$ cat src/rtl/dec_sched_pkg.sv
// Shared definitions for the decryption scheduler.
//   - Engine select codes (caesar, scytale, zigzag, none)
//   - FSM state encoding
//   - WAIT_TIMEOUT: cycles the scheduler waits for the engine to go busy
//   - eng_onehot(): maps a select code to the one-hot engine valid vector
package dec_sched_pkg;

  localparam logic [1:0] ENG_CAESAR  = 2'd0;
  localparam logic [1:0] ENG_SCYTALE = 2'd1;
  localparam logic [1:0] ENG_ZIGZAG  = 2'd2;
  localparam logic [1:0] ENG_NONE    = 2'd3;

  localparam int unsigned WAIT_TIMEOUT = 4;

  typedef enum logic [1:0] {
    StIdle,
    StFeed,
    StWait,
    StDrain
  } dec_state_e;

  // An invalid select maps to no engine at all.
  function automatic logic [2:0] eng_onehot(input logic [1:0] sel);
    logic [2:0] oh;
    oh = 3'b000;
    case (sel)
      ENG_CAESAR:  oh = 3'b001;
      ENG_SCYTALE: oh = 3'b010;
      ENG_ZIGZAG:  oh = 3'b100;
      default:     oh = 3'b000;
    endcase
    return oh;
  endfunction

endpackage

$ cat src/rtl/dec_out_mux.sv
// Registered 3:1 selector for the engine return streams.
// Ports:
//   clk, rst_n    clock, async active-low reset
//   en_i          accept engine output this cycle
//   sel_i         latched engine select (ENG_NONE selects nothing)
//   eng_data_i    engine outputs {zig, scy, cae}
//   eng_valid_i   per-engine output valid
//   data_o        registered selected character
//   valid_o       registered selected qualifier
module dec_out_mux
  import dec_sched_pkg::*;
#(
  parameter int unsigned D_WIDTH = 8
) (
  input  logic                   clk,
  input  logic                   rst_n,
  input  logic                   en_i,
  input  logic [1:0]             sel_i,
  input  logic [3*D_WIDTH-1:0]   eng_data_i,
  input  logic [2:0]             eng_valid_i,
  output logic [D_WIDTH-1:0]     data_o,
  output logic                   valid_o
);

  logic [D_WIDTH-1:0] sel_data;
  logic               sel_valid;
  logic [D_WIDTH-1:0] data_q;
  logic               valid_q;

  always_comb begin
    sel_data  = '0;
    sel_valid = 1'b0;
    case (sel_i)
      ENG_CAESAR: begin
        sel_data  = eng_data_i[0*D_WIDTH +: D_WIDTH];
        sel_valid = eng_valid_i[0];
      end
      ENG_SCYTALE: begin
        sel_data  = eng_data_i[1*D_WIDTH +: D_WIDTH];
        sel_valid = eng_valid_i[1];
      end
      ENG_ZIGZAG: begin
        sel_data  = eng_data_i[2*D_WIDTH +: D_WIDTH];
        sel_valid = eng_valid_i[2];
      end
      default: begin
        sel_data  = '0;
        sel_valid = 1'b0;
      end
    endcase
  end

  always_ff @(posedge clk or negedge rst_n) begin
    if (!rst_n) begin
      data_q  <= '0;
      valid_q <= 1'b0;
    end else begin
      valid_q <= en_i & sel_valid;
      if (en_i && sel_valid) begin
        data_q <= sel_data;
      end
    end
  end

  assign data_o  = data_q;
  assign valid_o = valid_q;

endmodule

$ cat src/rtl/decryption_scheduler.sv
// Front-end sequencer for the caesar / scytale / zigzag decryption engines.
// Latches select and key on the first character of a message, forwards characters
// (token included) to the selected engine, holds off upstream while the engine
// drains, and registers the selected engine's output onto data_o/valid_o.
// Ports:
//   clk, rst_n                    clock, async active-low reset
//   data_i, valid_i               upstream character stream
//   sel_i, key_i                  engine select / key, sampled on the first char
//   busy_o                        upstream must not drive valid_i
//   eng_data_o/valid_o/key_o      forward bus to the engines (valid is one-hot)
//   eng_busy_i/data_i/valid_i     engine status and output streams {zig,scy,cae}
//   data_o, valid_o               decrypted stream
//   err_o                         one-cycle protocol error pulse
// Optional: define DEC_SCHED_STATS_EN to add msg_cnt_o (per-engine completed
// messages, wrapping) and err_cnt_o (error pulses, saturating).
module decryption_scheduler
  import dec_sched_pkg::*;
#(
  parameter int unsigned         D_WIDTH                = 8,
  parameter int unsigned         KEY_WIDTH              = 16,
  parameter int unsigned         MAX_NOF_CHARS          = 50,
  parameter logic [D_WIDTH-1:0]  START_DECRYPTION_TOKEN = 8'hFA
) (
  input  logic                   clk,
  input  logic                   rst_n,
  input  logic [D_WIDTH-1:0]     data_i,
  input  logic                   valid_i,
  input  logic [1:0]             sel_i,
  input  logic [KEY_WIDTH-1:0]   key_i,
  output logic                   busy_o,
  output logic [D_WIDTH-1:0]     eng_data_o,
  output logic [2:0]             eng_valid_o,
  output logic [KEY_WIDTH-1:0]   eng_key_o,
  input  logic [2:0]             eng_busy_i,
  input  logic [3*D_WIDTH-1:0]   eng_data_i,
  input  logic [2:0]             eng_valid_i,
  output logic [D_WIDTH-1:0]     data_o,
  output logic                   valid_o,
`ifdef DEC_SCHED_STATS_EN
  output logic [3*8-1:0]         msg_cnt_o,
  output logic [7:0]             err_cnt_o,
`endif
  output logic                   err_o
);

  localparam int unsigned CntW  = $clog2(MAX_NOF_CHARS + 1);
  localparam int unsigned WaitW = $clog2(WAIT_TIMEOUT + 1);
  localparam logic [CntW-1:0]  MaxCnt  = CntW'(MAX_NOF_CHARS);
  localparam logic [WaitW-1:0] WaitEnd = WaitW'(WAIT_TIMEOUT - 1);

  dec_state_e           state_q, state_d;
  logic [1:0]           sel_q, sel_d;
  logic [KEY_WIDTH-1:0] key_q, key_d;
  logic [CntW-1:0]      cnt_q, cnt_d;
  logic [WaitW-1:0]     wait_q, wait_d;
  logic [D_WIDTH-1:0]   fwd_data_q, fwd_data_d;
  logic [2:0]           fwd_valid_q, fwd_valid_d;
  logic                 err_q, err_d;
  logic                 is_tok;
  logic                 sel_busy;
  logic                 drain_done;

  assign is_tok = (data_i == START_DECRYPTION_TOKEN);

  // Busy of the latched engine; an invalid select has no engine to watch.
  always_comb begin
    sel_busy = 1'b0;
    case (sel_q)
      ENG_CAESAR:  sel_busy = eng_busy_i[0];
      ENG_SCYTALE: sel_busy = eng_busy_i[1];
      ENG_ZIGZAG:  sel_busy = eng_busy_i[2];
      default:     sel_busy = 1'b0;
    endcase
  end

  always_comb begin
    state_d     = state_q;
    sel_d       = sel_q;
    key_d       = key_q;
    cnt_d       = cnt_q;
    wait_d      = wait_q;
    fwd_data_d  = fwd_data_q;
    fwd_valid_d = 3'b000;
    err_d       = 1'b0;
    drain_done  = 1'b0;

    unique case (state_q)
      StIdle: begin
        if (valid_i) begin
          if (is_tok) begin
            err_d = 1'b1;
          end else begin
            sel_d       = sel_i;
            key_d       = key_i;
            cnt_d       = CntW'(1);
            state_d     = StFeed;
            fwd_valid_d = eng_onehot(sel_i);
            if (sel_i != ENG_NONE) fwd_data_d = data_i;
          end
        end
      end

      StFeed: begin
        if (valid_i) begin
          if (is_tok) begin
            if (sel_q == ENG_NONE) begin
              // Invalid select: the message was swallowed, report it at the end.
              err_d   = 1'b1;
              state_d = StIdle;
            end else begin
              fwd_valid_d = eng_onehot(sel_q);
              fwd_data_d  = data_i;
              wait_d      = '0;
              state_d     = StWait;
            end
          end else if (cnt_q == MaxCnt) begin
            err_d = 1'b1;
          end else begin
            cnt_d       = cnt_q + CntW'(1);
            fwd_valid_d = eng_onehot(sel_q);
            if (sel_q != ENG_NONE) fwd_data_d = data_i;
          end
        end
      end

      StWait: begin
        if (valid_i) err_d = 1'b1;
        if (sel_busy) begin
          state_d = StDrain;
        end else if (wait_q == WaitEnd) begin
          err_d   = 1'b1;
          state_d = StIdle;
        end else begin
          wait_d = wait_q + WaitW'(1);
        end
      end

      StDrain: begin
        if (valid_i) err_d = 1'b1;
        // Entered with busy high, so a low busy here is the falling edge.
        if (!sel_busy) begin
          state_d    = StIdle;
          drain_done = 1'b1;
        end
      end

      default: state_d = StIdle;
    endcase
  end

  always_ff @(posedge clk or negedge rst_n) begin
    if (!rst_n) begin
      state_q     <= StIdle;
      sel_q       <= 2'd0;
      key_q       <= '0;
      cnt_q       <= '0;
      wait_q      <= '0;
      fwd_data_q  <= '0;
      fwd_valid_q <= 3'b000;
      err_q       <= 1'b0;
    end else begin
      state_q     <= state_d;
      sel_q       <= sel_d;
      key_q       <= key_d;
      cnt_q       <= cnt_d;
      wait_q      <= wait_d;
      fwd_data_q  <= fwd_data_d;
      fwd_valid_q <= fwd_valid_d;
      err_q       <= err_d;
    end
  end

  assign busy_o      = (state_q == StWait) || (state_q == StDrain);
  assign eng_data_o  = fwd_data_q;
  assign eng_valid_o = fwd_valid_q;
  assign eng_key_o   = key_q;
  assign err_o       = err_q;

  dec_out_mux #(
    .D_WIDTH (D_WIDTH)
  ) u_out_mux (
    .clk         (clk),
    .rst_n       (rst_n),
    .en_i        (busy_o),
    .sel_i       (sel_q),
    .eng_data_i  (eng_data_i),
    .eng_valid_i (eng_valid_i),
    .data_o      (data_o),
    .valid_o     (valid_o)
  );

`ifdef DEC_SCHED_STATS_EN
  logic [2:0][7:0] msg_cnt_q;
  logic [7:0]      err_cnt_q;

  always_ff @(posedge clk or negedge rst_n) begin
    if (!rst_n) begin
      msg_cnt_q <= '0;
      err_cnt_q <= '0;
    end else begin
      for (int i = 0; i < 3; i++) begin
        if (drain_done && (sel_q == 2'(i))) msg_cnt_q[i] <= msg_cnt_q[i] + 8'd1;
      end
      if (err_q && (err_cnt_q != 8'hFF)) err_cnt_q <= err_cnt_q + 8'd1;
    end
  end

  assign msg_cnt_o = msg_cnt_q;
  assign err_cnt_o = err_cnt_q;
`endif

endmodule

$ cat config.mk
export PLATFORM = sky130hd
export DESIGN_NAME = decryption_scheduler
export DESIGN_NICKNAME = d
export VERILOG_FILES = /design/src/rtl/dec_sched_pkg.sv /design/src/rtl/dec_out_mux.sv /design/src/rtl/decryption_scheduler.sv
export SDC_FILE = /design/constraint.sdc
export NUM_CORES = 1
export LEC_CHECK = 0
export ABC_CLOCK_PERIOD_IN_PS = 2000
export BUFFER_PORTS_ARGS = -buffer_cell sky130_fd_sc_hd__buf_4
export CORE_MARGIN = 5
export CORE_UTILIZATION = 40
export DETAILED_ROUTE_END_ITERATION = 16
export PLACE_DENSITY = 0.73
export REMOVE_ABC_BUFFERS = 1
export SETUP_SLACK_MARGIN = 0.4
export SLEW_MARGIN = 10
export SYNTH_ARGS = -nofsm -noshare
export SYNTH_HDL_FRONTEND = slang
export SYNTH_SLANG_ARGS = --single-unit
$ cat constraint.sdc
create_clock -name clk -period 2 [get_ports clk]
set_clock_uncertainty 0.15 [all_clocks]
set_input_delay 0.1 -clock clk [delete_from_list [all_inputs] [get_ports clk]]
set_output_delay 0.1 -clock clk [all_outputs]
set_load 0.03 [all_outputs]
==> out/metrics.csv <==
stage;metric;value;unit
status;status;complete, no violations;
critical_path;critPathCaptureType;register;
synth;ys_ff_latch;50;
synth;netlist_instances;214;
cts;htree_levels;2;
layout;fillers;404;
floorplan;die_h;87.5;um
power_and_ir_drop;pwr_density_cell;819;mW/mm2
power_and_ir_drop;p_sw;1.20;mW
routing;met2WireLength;4030;um
floorplan;start_util;40.8;%
timing;max_freq;0.565;GHz
routing;wl_met3;374;um
timing;drv_slew;0;
global_route;antenna_found_initial;0;
place;io_buffers;96;
routing;wl_per_cell;16.7;um
global_route;grt_overflow_total;0;
routing;routed_wl;7490;um
min_path;min_path_type;input port to register;
floorplan;core-area;0.00589;mm2
timing;hold_viol_final;0;
synth;synth_edf_count;0;
layout;diodes;0;
layout;layout-drive-gt1-share;50.1;%
floorplan;die_w;87.5;um
power_and_ir_drop;clock_power_share;17.2;%
layout;nets;435;
routing;viasPerCell;5.04;
floorplan;ios;97;
power_and_ir_drop;peakVddDrop;0.520;mV
floorplan;die_area;0.00765;mm2
global_route;grt_usage;18.2;%
cts;insertion_delay;0.30;ns
critical_path;start_kind;register;
critical_path;worstSetupPathType;register to register;
synth;syn-cell-area;0.00240;mm2
cts;root_buffer;clkbuf_8;
critical_path;cp_data_arrival_time;1.82;ns
layout;area_growth;73.1;%
timing;min_period;1.77;ns
routing;drtAntennaViolNets;0;
timing;setup_violations;0;
timing;slew_headroom;57.8;%
global_route;grt_max_degree;51;
synth;ys_seq_area_share;52.1;%
timing;fin_crit_sh;88.6;%
power_and_ir_drop;pwr-share-comb;43.0;%
critical_path;required;2.05;ns
synth;synth_cell_types;44;
synth;async_flop_share;100;%
timing;tns;0;ns
routing;vias;2259;
power_and_ir_drop;p_int;2.20;mW
timing;rsz0062_at_grt;yes;
routing;wl_met1;3000;um
timing;timing.hold.ws;0.0367;ns
cts;cts_buffers;5;
synth;ys.flop_type;dfrtp_1;
timing;tightestPinTransition;0.632;ns
global_route;grt_pass1_wl;11000;um
layout;fin_util;70.6;%
routing;drt_pre_antenna_iters;4;
power_and_ir_drop;pwr-share-seq;39.8;%
floorplan;num_rows;28;
power_and_ir_drop;swShare;35.4;%
layout;register_area;0.00125;mm2
place;place.gp.congestion;0.749;
power_and_ir_drop;p_leak;2.02;nW
routing;dr.max_layer_used;met4;
critical_path;crit_fanout;3;
job;maxCapViolCount;0;
cts;clk_pin_slew;0.09;ns
cts;cts_tree;yes;
routing;drt_iter0_markers;102;
cts;cts_sinks;50;
global_route;grt_pass1_vias;2292;
synth;post_synth.cell_area_avg;11.2;um2
routing;drcViolationCount;0;
layout;multi_input_area;0.00127;mm2
synth;yosys_warnings;0;
place;dp.final_hpwl;4330;um
cts;clock_path_buffers;2;
[cell type report]
class / instances / share of cell area, %
timing repair buffer: 164 / 34.5
clock buffer: 6 / 1.75
tap: 75 / 2.26
inverter: 6 / 0.542
sequential: 50 / 30.1
clock inverter: 2 / 0.331
multi-input combinational: 145 / 30.5
[worst max-delay path: stages (launching register included)]
cell and delay, ns:
dfrtp_1 0.36, inv_1 0.05, ha_1 0.19, nor4b_4 0.14, buf_4 0.17, a211o_4 0.36
o32ai_2 0.25
[cell families after synthesis]
logic type      count (synthesis)  share of synthesized area, %
xor+xnor                        1                         0.365
simple gates                   56                          11.6
buf+inv                        19                          3.70
compound gates                 46                          12.9
flops                          50                          52.1
fa+ha+maj                       4                          2.09
mux                            38                          17.3
[power groups by stage]
stage	clock network, mW	registers, mW	logic (mW)
global route	0.633	1.38	1.55
floorplan	0	1.63	0.379
global placement	0	1.35	1.10
CTS	0.596	1.34	1.30
detailed placement	0	1.36	1.11
finish	0.586	1.35	1.46
[worst paths after layout]
kind                       cells after the start                  end  slack, ns                 from
setup / recovery                               6       eng_valid_o[0]       0.23             cnt_q[0]
hold / removal                                 5  u_out_mux.data_o[0]       0.04        eng_data_i[0]
setup reg to reg                               6       eng_valid_o[0]       0.23             cnt_q[0]
hold reg to reg                                2  u_out_mux.data_o[7]       0.34  u_out_mux.data_o[7]
max in group asynchronous                      2             sel_q[1]       1.03                rst_n
min in group asynchronous                      2            wait_q[1]       0.22                rst_n
[sequential cells by signal, summed over array words and instances (netlist names)]
register and flops:
u_out_mux.valid_o 1, cnt_q 6, eng_valid_o 3, eng_key_o 16, state_q 2, u_out_mux.data_o 8
sel_q 2, eng_data_o 8, err_o 1, wait_q 3
[per-stage QoR]
step,setup WS [ns],power [mW],cell area (um2),cells
3_5_place_dp,0.187,2.47,3230,381
4_1_cts,0.271,3.24,3900,438
2_1_floorplan,-0.891,2.01,2330,201
5_1_grt,0.149,3.57,4160,448
6_report,0.229,3.40,4160,448
3_3_place_gp,0.220,2.45,3230,381
[metal layers]
metal	track usage (%)	up-vias
li1	-	1075
met1	22.1	1109
met2	32.3	67
met3	3.97	8
met4	5.02	0
met5	0	-
[repair_timing]
action                     in CTS  in global routing
setup endpoints to repair      45                 46
hold buffers                   38                  0
gates cloned                    1                  4
resized for setup              27                 48
hold endpoints to repair       90                  0
pin swaps                       5                  6
setup buffers                  10                  6
[cell usage after synthesis, drive strengths merged, types with 2 or more instances]
| cell type | n | area, um2 |
|---|---|---|
| a22o | 2 | 17.5 |
| nand2b | 2 | 12.5 |
| inv | 6 | 22.5 |
| buf | 11 | 58.8 |
| or2 | 2 | 12.5 |
| nand3 | 4 | 25.0 |
| o41ai | 2 | 17.5 |
| a21o | 2 | 15.0 |
| clkbuf | 2 | 7.51 |
| dfrtp | 50 | 1250 |
| ha | 4 | 50.1 |
| nand2 | 21 | 78.8 |
| mux2 | 27 | 304 |
| nor2 | 17 | 63.8 |
| o21ai | 17 | 88.8 |
| a31oi | 2 | 12.5 |
| mux2i | 11 | 110 |
| a21oi | 11 | 55.1 |
[layout by cell type (no fill, tap or decap), drive strengths merged, types with 2 or more instances in the layout]
master,n
o21ai,17
nand2b,2
clkbuf,8
nor2,17
nand3,4
inv,6
a22o,2
mux2,27
or2,2
mux2i,11
clkinv,2
ha,4
o41ai,2
dlygate4sd3,38
nand2,21
dfrtp,50
a21oi,11
a31oi,2
buf,124
a21o,2
(Power assumes the default switching activity.)
